**src/rtl/led_pattern_seq.sv**
```systemverilog
// rtl/led_pattern_seq.sv - LED pattern sequencer: prescaler, address sequencer, pattern RAM, PWM
//
// Ports:
//   clk         in   system clock, all state on rising edge
//   rst         in   synchronous active-high reset
//   mode        in   00 forward, 01 reverse, 10 ping-pong, 11 hold
//   pause       in   1 = drop address steps (prescaler keeps running)
//   brightness  in   global duty = brightness / 2^PWM_W
//   wr_en       in   pattern write strobe
//   wr_addr     in   pattern write address (ignored when >= DEPTH)
//   wr_data     in   pattern write data
//   led         out  registered, PWM-gated LED drive
//   addr_out    out  current pattern address
//   tick        out  one-cycle step strobe, every CLK_DIV cycles
module led_pattern_seq #(
   parameter int LED_W   = 4,
   parameter int DEPTH   = 8,
   parameter int AW      = 3,
   parameter int CLK_DIV = 25000000,
   parameter int PWM_W   = 4
) (
   input  logic             clk,
   input  logic             rst,
   input  logic [1:0]       mode,
   input  logic             pause,
   input  logic [PWM_W-1:0] brightness,
   input  logic             wr_en,
   input  logic [AW-1:0]    wr_addr,
   input  logic [LED_W-1:0] wr_data,
   output logic [LED_W-1:0] led,
   output logic [AW-1:0]    addr_out,
   output logic             tick
);

   localparam int CW = (CLK_DIV > 1) ? $clog2(CLK_DIV) : 1;
   localparam logic [CW-1:0] CNT_LAST  = CW'(CLK_DIV - 1);
   localparam logic [AW-1:0] ADDR_LAST = AW'(DEPTH - 1);
   localparam logic [AW-1:0] ADDR_PEN  = AW'(DEPTH - 2);

   typedef enum logic {
      DIR_UP   = 1'b0,
      DIR_DOWN = 1'b1
   } dir_t;

   logic [CW-1:0]    count_q, count_d;
   logic             tick_q, tick_d;
   logic [AW-1:0]    addr_q, addr_d;
   dir_t             dir_q, dir_d;
   logic [PWM_W-1:0] pwm_cnt_q, pwm_cnt_d;
   logic [LED_W-1:0] pattern_q, pattern_d;
   logic [LED_W-1:0] led_q, led_d;
   logic [LED_W-1:0] ram_q [DEPTH];
   logic [LED_W-1:0] ram_d [DEPTH];

   always_comb begin
      // prescaler and step strobe
      count_d = (count_q == CNT_LAST) ? '0 : count_q + 1'b1;
      tick_d  = (count_q == CNT_LAST);

      // address sequencer; mode is sampled on the stepping edge only
      addr_d = addr_q;
      dir_d  = dir_q;
      if (tick_q && !pause) begin
         if (int'(addr_q) >= DEPTH) begin
            // recovery from an unreachable address in any stepping mode
            if (mode != 2'b11) addr_d = '0;
         end else begin
            case (mode)
               2'b00: addr_d = (addr_q == ADDR_LAST) ? '0 : addr_q + 1'b1;
               2'b01: addr_d = (addr_q == '0) ? ADDR_LAST : addr_q - 1'b1;
               2'b10: begin
                  // endpoints turn around without repeating themselves
                  if (dir_q == DIR_UP) begin
                     if (addr_q == ADDR_LAST) begin
                        dir_d  = DIR_DOWN;
                        addr_d = ADDR_PEN;
                     end else begin
                        addr_d = addr_q + 1'b1;
                     end
                  end else begin
                     if (addr_q == '0) begin
                        dir_d  = DIR_UP;
                        addr_d = AW'(1);
                     end else begin
                        addr_d = addr_q - 1'b1;
                     end
                  end
               end
               default: addr_d = addr_q;
            endcase
         end
      end

      // pattern RAM
      for (int i = 0; i < DEPTH; i++) ram_d[i] = ram_q[i];
      if (wr_en && (int'(wr_addr) < DEPTH)) ram_d[wr_addr] = wr_data;

      // read pipeline: RAM -> pattern -> gated led (2-cycle lag from addr)
      pattern_d = (int'(addr_q) < DEPTH) ? ram_q[addr_q] : '0;
      pwm_cnt_d = pwm_cnt_q + 1'b1;
      led_d     = pattern_q & {LED_W{pwm_cnt_q < brightness}};
   end

   always_ff @(posedge clk) begin
      if (rst) begin
         count_q   <= '0;
         tick_q    <= 1'b0;
         addr_q    <= '0;
         dir_q     <= DIR_UP;
         pwm_cnt_q <= '0;
         pattern_q <= '0;
         led_q     <= '0;
         for (int i = 0; i < DEPTH; i++) ram_q[i] <= LED_W'(1) << (i % LED_W);
      end else begin
         count_q   <= count_d;
         tick_q    <= tick_d;
         addr_q    <= addr_d;
         dir_q     <= dir_d;
         pwm_cnt_q <= pwm_cnt_d;
         pattern_q <= pattern_d;
         led_q     <= led_d;
         for (int i = 0; i < DEPTH; i++) ram_q[i] <= ram_d[i];
      end
   end

   assign led      = led_q;
   assign addr_out = addr_q;
   assign tick     = tick_q;

endmodule

```
**config.mk**
```make
export PLATFORM = sky130hd
export DESIGN_NAME = led_pattern_seq
export DESIGN_NICKNAME = d
export VERILOG_FILES = /design/src/rtl/led_pattern_seq.sv
export SDC_FILE = /design/constraint.sdc
export NUM_CORES = 1
export LEC_CHECK = 0
export CAP_MARGIN = 25
export CORE_AREA = 2 2 86 88
export DETAILED_ROUTE_END_ITERATION = 7
export DIE_AREA = 0 0 88 90
export GPL_ROUTABILITY_DRIVEN = 0
export PLACE_DENSITY = 0.78
export SYNTH_ARGS = -nofsm -noshare
export SYNTH_HDL_FRONTEND = slang
export SYNTH_SLANG_ARGS = --single-unit
```
**constraint.sdc**
```tcl
create_clock -name clk -period 1.85 [get_ports clk]
set_input_delay 0.37 -clock clk [delete_from_list [all_inputs] [get_ports clk]]
set_output_delay 0.37 -clock clk [all_outputs]
set_load 0.05 [all_outputs]
```
==> results.md <==
* DP HPWL at about 4.9 mm
* Vias in the first global route at 2647
* Port bufs at 24
* Clk root buf: clkbuf_8
* Starting density of the core at approximately 49%
* Post-Syn Instances at about 370
* Area share of the largest cell type after synthesis at a little over two fifths
* Cell Chain, Critical Path: clkdlybuf4s50_1 > inv_1 > ha_1 > a21o_1 > a21o_1 > a211oi_1 > and2_1
* Clock Path Buffers at 2
* Synth unique cells at 44
* Most used DFF post-synth: dfxtp_1
* HP Class: reg2reg
* Buffers & Inverters on Critical Path at 2
* CTS H-tree lvls at 3
* Fin Setup TNS at 0 ns
* Multiplexer share of the synthesized area at between 9 and 10%
* Synth async-reset ratio at 0%
* EDFF count, synth at 0
* Outcome: completed
* Adder-cell share of the synthesized area at approximately 4.8%
* GR Overflow Total at 0
* Mean routed wirelength per cell at 13.2 µm
* Post-route ant nets at 0
* Final Net Count at 442
* Rel. slew slack at approximately two thirds
* Total iterations of the first detailed-routing run at 5
* Vias per inst at 5.14
* Hold_ws at between 0.4 and 0.5 ns
* Crit start category: input port
* Critical Path Start: brightness[1]
* Final wirelength at approximately 6.8 mm
* Global-route wire length before repair at 11.7 mm
* Clk_skew at between 0.008 and 0.009 ns
* RSZ-0062 raised after global routing: false
* Share of layout cells above drive strength 1 at 16.8%
* Total GRT Usage at 18.5%
* Crit end category: flop
* Min cycle time layout at about 1.7 ns
* Clk slew on worst S/H paths at approximately 0.080 ns
* Worst setup margin at about 0.13 ns
* Worst-Skew Late Latency at between 0.3 and 0.4 ns
* Post-synthesis xor/xnor area fraction at under 10%
* Syn avg cell area at about 9.4 µm²
* Num CTS Buffers at 9
* Layout overhead on the synthesized area at 21.2%
* Compound-gate portion of the synthesized area at under 10%
* Final setup viols at 0
* Largest area contributor in the netlist: dfxtp_1
* Worst Reg2Reg Path Length in Cells at 7
* Die Footprint at 0.00792 mm²
* Mapped Nets at 395
* Seq cells post-synth at 74
* Final hold viol count at 0
* Maximum VDD drop at 0.304 mV
* Diode count at 0
* Final period util at between 90% and 100%
* Non-Filler Instances at slightly above 500
* First DRT Iteration DRCs at roughly 120
* Hold EP: led[3]$_SDFF_PP0_
* CTS tree: yes
* Max incr delay on CP at between 0.4 and 0.5 ns
* Largest net degree at the start of global routing at 34
* Crit-path slowest cell: clkdlybuf4s50_1
* Max Cap Viol at 0
* LEAKAGE at 1.67 nW
* Top post-synthesis cells by area: dfxtp_1, nor2_1, mux4_2
* Critical R2R Capture: count_q[22]$_SDFF_PP0_
* CP Max Fanout at 4
* CP arrival at 2.01 ns
* Simple-gate portion of the synthesized area at 23.4%
* Sink Count at 74
* Cell family with most CP delay: compound AO/OA/AOI/OAI gates
* Largest family of logic cells by synthesized area: simple AND/OR/NAND/NOR gates
* Vias at 2652
* Residual DRC at 0
* Worst slack, placed at -0.232 ns
* Inst Count DP at 500
* Row count at 31
* Total core area at about 0.007 mm²
* Setup repair bufs after CTS at 0
* Slew Limit Fails at 0
* IO Count at 25
* WS Path Type: in2reg
* R2R Setup Slk at roughly 0.15 ns
* Post-Synthesis Cell Area at approximately 0.0034 mm²
* Worst slew pin tran at approximately 0.51 ns
* Power per cell area at about 730 mW/mm²
* Top post-synthesis cells by count: dfxtp_1, nor2_1, nand2_1
* PnR Total Power at a little over 0.003 W
* Hold Path Depth at 1
* Hold_sp: pattern_q[3]$_SDFF_PP0_
* Max Clk Rate at 0.583 GHz
* Die Width at just under 90 µm
* Sequential area share after synthesis at a little over two fifths
* Most used cell, CP: a21o_1
* Antenna violations before repair at 0
* Worst Path Required at approximately 2.1 ns
* Top-count cell post-synth: dfxtp_1
* YS warnings at 0
* Reg-to-Reg Start: count_q[1]$_SDFF_PP0_
* Die Ht at roughly 90 µm
==> layer usage <==
metal	global-route usage (%)	part of all wire (%)	routed length, µm	up-vias
met5	0	0	0	-
met4	7.31	1.2	82	0
met3	4.22	3.4	231	8
met2	30.7	51	3480	48
met1	23.0	44	3040	1255
li1	-	-	-	1341
==> state kept, by name, summed over array words and instances (netlist names) <==
signal,count
ram_q,32
count_q,25
tick,1
pwm_cnt_q,4
addr_out,3
dir_q,1
pattern_q,4
led,4
==> cell type report <==
cell class                 instances  area, µm²
clock buffer                      10        138
sequential                        74       1480
tap                               99        124
inverter                          16       60.1
clock inverter                     6       48.8
timing repair buffer              52        500
fill                             590       2880
multi-input combinational        259       1790
==> layout by cell type (no fill, tap or decap), types with 2 or more instances in the layout <==
master,synthesis,routed
nand2_1,19,19
nand2b_1,4,4
nor3b_1,2,2
nand3_1,13,13
and4_1,3,2
dfxtp_2,0,2
a211oi_1,3,3
mux2i_1,16,16
xnor2_1,12,12
a21oi_1,17,17
and3_1,5,5
nor2b_1,8,8
clkbuf_8,0,10
inv_1,16,16
xor2_1,13,13
o21ai_0,3,3
o22ai_1,2,2
inv_6,0,2
a211o_1,8,8
a21o_1,2,2
clkdlybuf4s50_1,0,16
nand4b_1,3,3
and2_1,4,4
nor2_1,73,73
mux4_2,8,8
dfxtp_1,74,72
ha_1,13,13
buf_4,0,28
buf_12,0,4
clkinvlp_4,0,3
nor3b_2,3,3
dlymetal6s2s_1,0,4
nand4_1,7,7
nor3_2,2,4
==> logic make-up (layout without fill, tap and decap cells) <==
group           count (synthesis)  count (layout)
mux                            24              24
flops                          74              74
fa+ha+maj                      13              13
simple gates                  158             158
buf+inv                        32              84
xor+xnor                       25              25
compound gates                 39              39
==> where the power goes <==
part           total [W]  leakage (nW)  internal [W]  switching, W
Sequential       0.00164         0.601       0.00162     0.0000195
Clock            0.00116        0.0855      0.000534      0.000626
Combinational   0.000236         0.985      0.000120      0.000116
==> how the worst max path moves through the flow <==
| stage | end | slack (ns) | cells after the start |
|---|---|---|---|
| floorplan | addr_out[2]$_SDFFE_PP0P_ | 0.05 | 7 |
| global placement | led[3]$_SDFF_PP0_ | -0.17 | 7 |
| detailed placement | led[0]$_SDFF_PP0_ | -0.23 | 7 |
| CTS | led[1] | 0.002 | 1 |
| global route | count_q[8]$_SDFF_PP0_ | 0.02 | 7 |
| finish | led[2]$_SDFF_PP0_ | 0.13 | 7 |
==> repair_timing <==
item / 4_1_cts / 5_1_grt
setup endpoints to repair: 0 / 7
resized for setup: 0 / 7
hold buffers: 0 / 0
==> stage by stage <==
step | util (%) | area (µm²)
floorplan | - | 3420
global placement | 56.0 | 3930
detailed placement | 56.0 | 3930
CTS | 58.7 | 4120
global route | 59.0 | 4140
finish | 59.0 | 4140
==> worst reg2reg max path: cells and delay by family (launching register included) <==
| kind | cells | cell delay [ns] |
|---|---|---|
| simple gates | 4 | 0.73 |
| flops | 1 | 0.36 |
| fa+ha+maj | 1 | 0.22 |
| xor+xnor | 1 | 0.16 |
| buf+inv | 1 | 0.13 |
No activity file was read; power rests on OpenSTA's default activity.
